===== config.mk =====
export PLATFORM = sky130hd
export DESIGN_NAME = aes_core_arbiter
export DESIGN_NICKNAME = d
export VERILOG_FILES = /design/src/rtl/aes_core_arbiter.sv
export SDC_FILE = /design/constraint.sdc
export NUM_CORES = 1
export LEC_CHECK = 0
export ABC_CLOCK_PERIOD_IN_PS = 1600
export CORE_AREA = 2 2 471 473
export DETAILED_ROUTE_END_ITERATION = 8
export DIE_AREA = 0 0 473 475
export PLACE_DENSITY = 0.31
export SYNTH_ARGS = -nofsm -noshare
export SYNTH_HDL_FRONTEND = slang
export SYNTH_HIERARCHICAL = 1
export SYNTH_SLANG_ARGS = --single-unit

===== constraint.sdc =====
create_clock -name clk -period 1.6 [get_ports clk]
set_input_delay 0.32 -clock clk [delete_from_list [all_inputs] [get_ports clk]]
set_output_delay 0.32 -clock clk [all_outputs]
set_load 0.02 [all_outputs]

===== src/rtl/aes_core_arbiter.sv =====
// Round-robin arbiter sharing one multicycle AES-128 core between two requesters.
// Tracks the single in-flight op and steers its result into the owner's response slot.

module aes_core_arbiter_slot #(
  parameter int CNT_W = 16
) (
  input  logic             clk,
  input  logic             rst,
  input  logic             i_fill,
  input  logic             i_drain,
  input  logic [127:0]     i_data,
  output logic             o_valid,
  output logic [127:0]     o_data,
  output logic [CNT_W-1:0] o_cnt
);
  logic             r_valid;
  logic [127:0]     r_data;
  logic [CNT_W-1:0] r_cnt;

  // Fill and drain never coincide: an occupied slot blocks its requester.
  always_ff @(posedge clk) begin
    if (rst) begin
      r_valid <= 1'b0;
      r_data  <= '0;
      r_cnt   <= '0;
    end else if (i_fill) begin
      r_valid <= 1'b1;
      r_data  <= i_data;
      r_cnt   <= r_cnt + CNT_W'(1);
    end else if (i_drain) begin
      r_valid <= 1'b0;
    end
  end

  assign o_valid = r_valid;
  assign o_data  = r_data;
  assign o_cnt   = r_cnt;
endmodule

module aes_core_arbiter #(
  parameter int CNT_W = 16
) (
  input  logic             clk,
  input  logic             rst,
  input  logic             req0_valid,
  output logic             req0_ready,
  input  logic [127:0]     req0_data,
  input  logic [127:0]     req0_key,
  input  logic             req1_valid,
  output logic             req1_ready,
  input  logic [127:0]     req1_data,
  input  logic [127:0]     req1_key,
  output logic             rsp0_valid,
  input  logic             rsp0_ready,
  output logic [127:0]     rsp0_data,
  output logic             rsp1_valid,
  input  logic             rsp1_ready,
  output logic [127:0]     rsp1_data,
  output logic [127:0]     core_in_bus,
  output logic [127:0]     core_key,
  input  logic [127:0]     core_out_bus,
  input  logic             core_ready,
  input  logic             core_valid,
  output logic             busy,
  output logic [CNT_W-1:0] done_cnt0,
  output logic [CNT_W-1:0] done_cnt1
);
  localparam int NREQ = 2;

  typedef enum logic [1:0] {
    ST_IDLE = 2'd0,
    ST_OWN0 = 2'd1,
    ST_OWN1 = 2'd2
  } state_t;

  state_t r_state, w_state_nxt;
  logic   r_last_grant;

  logic [NREQ-1:0]             w_req_valid, w_rsp_ready, w_rsp_valid;
  logic [NREQ-1:0]             w_own_vec, w_elig, w_grant, w_fill, w_drain;
  logic [NREQ-1:0][127:0]      w_req_data, w_req_key, w_rsp_data;
  logic [NREQ-1:0][CNT_W-1:0]  w_cnt;
  logic                        w_inflight, w_accept, w_acc_id, w_complete;

  assign w_req_valid = {req1_valid, req0_valid};
  assign w_rsp_ready = {rsp1_ready, rsp0_ready};
  assign w_req_data  = {req1_data, req0_data};
  assign w_req_key   = {req1_key, req0_key};

  assign w_inflight = (r_state != ST_IDLE);
  // One-hot owner of the in-flight op; all-zero when idle.
  assign w_own_vec  = (r_state == ST_OWN1) ? 2'b10 :
                      (r_state == ST_OWN0) ? 2'b01 : 2'b00;

  // A requester with a pending or undelivered result waits, so its slot is free on completion.
  assign w_elig = w_req_valid & ~w_rsp_valid & ~w_own_vec;

  always_comb begin
    w_grant = '0;
    if (core_ready) begin
      if (&w_elig) w_grant = r_last_grant ? 2'b01 : 2'b10;
      else         w_grant = w_elig;
    end
  end

  assign w_accept   = |w_grant;
  assign w_acc_id   = w_grant[1];
  assign w_complete = core_valid && w_inflight;

  // Idle samples feed zeros; their results are dropped because nothing is in flight.
  always_comb begin
    core_in_bus = '0;
    core_key    = '0;
    for (int n = 0; n < NREQ; n++) begin
      if (w_grant[n]) begin
        core_in_bus = w_req_data[n];
        core_key    = w_req_key[n];
      end
    end
  end

  // A new accept on the completion edge keeps the core busy under the new owner.
  always_comb begin
    w_state_nxt = r_state;
    if (w_accept)        w_state_nxt = w_acc_id ? ST_OWN1 : ST_OWN0;
    else if (w_complete) w_state_nxt = ST_IDLE;
  end

  always_ff @(posedge clk) begin
    if (rst) begin
      r_state      <= ST_IDLE;
      r_last_grant <= 1'b1;
    end else begin
      r_state <= w_state_nxt;
      if (w_accept) r_last_grant <= w_acc_id;
    end
  end

  // Completion always goes to the owner registered before this edge.
  assign w_fill  = {NREQ{core_valid}} & w_own_vec;
  assign w_drain = w_rsp_valid & w_rsp_ready;

  for (genvar g = 0; g < NREQ; g++) begin : g_slot
    aes_core_arbiter_slot #(.CNT_W(CNT_W)) u_slot (
      .clk     (clk),
      .rst     (rst),
      .i_fill  (w_fill[g]),
      .i_drain (w_drain[g]),
      .i_data  (core_out_bus),
      .o_valid (w_rsp_valid[g]),
      .o_data  (w_rsp_data[g]),
      .o_cnt   (w_cnt[g])
    );
  end

  assign req0_ready = w_grant[0];
  assign req1_ready = w_grant[1];
  assign rsp0_valid = w_rsp_valid[0];
  assign rsp1_valid = w_rsp_valid[1];
  assign rsp0_data  = w_rsp_data[0];
  assign rsp1_data  = w_rsp_data[1];
  assign done_cnt0  = w_cnt[0];
  assign done_cnt1  = w_cnt[1];
  assign busy       = w_inflight;
endmodule


==> impl_summary.txt <==
----------------------------------------------------
[Setup path]
  Worst-path fanout max ... 7
  Endpoint arrival time on the critical path ... 2.58 ns
  Slack of the worst reg-to-reg path ... -0.63 ns
  Start-to-end type of the worst setup path ... reg2out
  Setup crit end kind ... primary output
  Reg2reg start ... r_state[0]
  Required time reported for the critical path endpoint ... 1.28 ns
  Type of origin of the critical path ... flip-flop
  Critical path launch point ... r_state[0]
  Number of cells traversed by the worst register-to-register path ... 10
  FF-to-FF End ... g_slot[0].u_slot/o_cnt[12]

[Floorplan]
  Placeable core region ... 219000 µm²
  Number of placement rows ... 172
  Die area ... 225000 µm²
  Horizontal die dimension ... 473 µm
  Vertical extent of the die ... 475 µm
  Initial standard-cell utilization of the core ... 6.02%
  IO Pins ... 1197

[STA]
  PnR worst setup slack ... -1.30 ns
  Fin Clk Skew ... 0.0466 ns
  Total setup violations reported at the end of the flow ... 813
  Post-route minimum period ... 2.90 ns
  Worst hold margin ... 0.376 ns
  Hold Vio Cnt, Final ... 0
  Final worst-path cycle share ... 181%
  Final number of max-transition violations ... 0
  Tightest Pin Transition ... 0.393 ns
  Max Clk Rate ... 345 MHz
  RSZ-0062 raised after global routing ... true
  Headroom to the max-slew limit ... 73.8%

[Final layout]
  Layout Area Growth over Synthesis ... 176%
  Area of the multi-input gates ... 7960 µm²
  Number of fill cells ... 24400
  Share of final-layout standard cells stronger than drive strength 1 ... 28.7%
  Final nets ... 3401
  Register Area ... 5870 µm²

[Drt]
  Detailed-route DRC error count ... 0
  Routed Wire Length ... 160000 µm
  Vias ... 17000
  Routed Antenna Nets ... 0
  TritonRoute pass-1 iters ... 5
  Average wire per cell in the routed design ... 28.3 µm
  DRC marker count from the first detailed-route iteration ... 669
  Via count normalized by instance count ... 3.00

[Outcome]
  Violations in the final reports ... negative setup slack
  Run status ... finished, violations left

[Clock tree]
  Clock-pin slew of the registers on the worst-case setup and hold paths ... 0.06 ns
  CTS buffer count ... 40
  CTS tree ... done
  Maximum clock insertion buffer count ... 3
  Clock insertion delay at the later pin of the skew report ... 0.60 ns
  Depth of the CTS H-tree ... 2
  Buffer type at the clock tree root ... clkbuf_16
  Clock net sink count ... 293

[Synth]
  Fraction of the yosys area taken by sequential cells ... 44.5%
  Mapped cell area ... 13200 µm²
  Warnings from Yosys ... 6
  Library cell occupying the most area in the post-synthesis netlist ... dfxtp_1
  Most numerous cell in the Yosys netlist ... dfxtp_1
  Synth top area share ... 44.5%
  Dominant cells by area after synthesis ... dfxtp_1, mux2i_1, a22o_1
  Number of nets in the synthesized netlist ... 1989
  Synth cell types ... 38
  Post-synth top flop ... dfxtp_1
  Mapped Avg Cell Area ... 9.85 µm²
  Number of flops mapped to enable cells by yosys ... 0
  Async set-reset flop share out of synthesis ... 0%
  Cells after synthesis ... 1339
  Number of flip-flops and latches in the synthesized netlist ... 293
  Cell types with the highest counts after synthesis ... dfxtp_1, nor2_1, mux2i_1

[Power and ir drop]
  Power density over cell area ... 686 nW/µm²
  Pwr Total ... 25000 µW
  Static Leakage ... 0.0134 µW
  Peak supply drop ... 0.676 mV

[Placed design]
  Final estimated routing congestion in global placement ... 0.901
  Total of buffers placed on input and output ports ... 1196
  Setup slack at placement ... -1.58 ns
  HPWL after detailed placement ... 135000 µm

[Hold path]
  Class of the worst hold path ... in2reg
  Hold Path Depth ... 3
  Start point of the worst hold path ... core_out_bus[40]
  Worst min-delay path endpoint ... g_slot[1].u_slot/o_data[40]

[GRT]
  Via count of the first global-routing pass ... 17100
  Maximum number of pins on one net before global-route repair ... 75
  Global-route wire length before repair ... 193000 µm
  Initial antenna violation count ... 102
  Global route overflow ... 0
  Total track usage ... 13.2%

[Job]
  Number of max-cap violations ... 0

----------------------------------------------------
==> routing by layer <==
| metal | up-vias | share of wire [%] | global-route usage (%) |
|---|---|---|---|
| li1 | 7721 | - | - |
| met1 | 8068 | 34 | 12.6 |
| met2 | 929 | 55 | 26.0 |
| met3 | 294 | 7.0 | 4.00 |
| met4 | 14 | 4.6 | 5.38 |
| met5 | - | 0.054 | 0 |
==> what timing repair did <==
item	in CTS	in global routing
gates cloned	32	23
endpoints found under the hold margin	5	0
hold buffers	1	0
endpoints found under the setup margin	828	831
buffers inserted	73	53
pin swaps	93	131
gates resized for setup	1107	135
==> registers in the layout (all words and copies together), names as in the netlist <==
| signal | count |
|---|---|
| g_slot.u_slot/o_valid | 2 |
| r_last_grant | 1 |
| r_state | 2 |
| g_slot.u_slot/o_cnt | 32 |
| g_slot.u_slot/o_data | 256 |
==> cells in the final DEF (no fill, tap or decap), drive strengths merged, types with 10 or more instances in the layout <==
master | netlist | routed
clkbuf | 35 | 78
nand3 | 10 | 10
nor2 | 289 | 289
clkinv | 0 | 10
xor2 | 12 | 12
mux2i | 258 | 258
buf | 83 | 557
nand4 | 12 | 12
clkdlybuf4s50 | 0 | 909
a22o | 256 | 256
dfxtp | 293 | 293
nor2b | 10 | 10
nand2 | 10 | 10
diode | 0 | 20
==> power breakdown <==
| part | internal (µW) | switching [µW] |
|---|---|---|
| Combinational | 4800 | 3830 |
| Clock | 5030 | 3750 |
| Sequential | 7450 | 87.3 |
==> cell type report <==
cell class,count,area share (%)
Inverter,7,0.0929
Timing Repair Buffer,1488,48.3
Antenna cell,20,0.138
Sequential cell,293,16.2
Clock buffer,57,3.15
Tap cell,2871,9.88
Clock inverter,13,0.348
Multi-Input combinational cell,921,21.9
==> worst max-delay path, cell delays in order (launching register included) <==
cell       delay, ns
dfxtp_2         0.33
buf_4           0.12
nor2b_4         0.14
o2111ai_4       0.27
inv_8           0.08
buf_12          0.15
buf_16          0.15
buf_12          0.15
a22o_4          0.29
buf_12          0.13
buf_12          0.12
==> stage by stage <==
| stage | area [µm²] | setup TNS [ns] | instances | util [%] |
|---|---|---|---|---|
| global placement | 31500 | -486.65 | 5463 | 14.4 |
| detailed placement | 31500 | -485.85 | 5463 | 14.4 |
| CTS | 35500 | -549.45 | 5609 | 16.2 |
| finish | 36400 | -499.18 | 5670 | 16.6 |
| global route | 36300 | -579.66 | 5666 | 16.6 |
| floorplan | 13400 | -69.96 | 1339 | - |
==> worst max path at each step <==
stage / to / slack, ns / cells after the start
4_1_cts: core_in_bus[48] / -1.43 / 10
3_5_place_dp: core_in_bus[7] / -1.58 / 9
5_1_grt: core_in_bus[3] / -1.40 / 10
6_report: core_in_bus[70] / -1.30 / 10
2_1_floorplan: core_in_bus[0] / -0.24 / 5
3_3_place_gp: core_in_bus[7] / -1.57 / 9
==> cells by family after synthesis <==
| logic type | Yosys count | synth area share, % |
|---|---|---|
| mux | 264 | 20.1 |
| buf+inv | 125 | 4.33 |
| xor+xnor | 20 | 1.33 |
| flops | 293 | 44.5 |
| fa+ha+maj | 2 | 0.190 |
| compound gates | 273 | 17.9 |
| simple gates | 362 | 11.6 |
No activity file was read; power rests on OpenSTA's default activity.
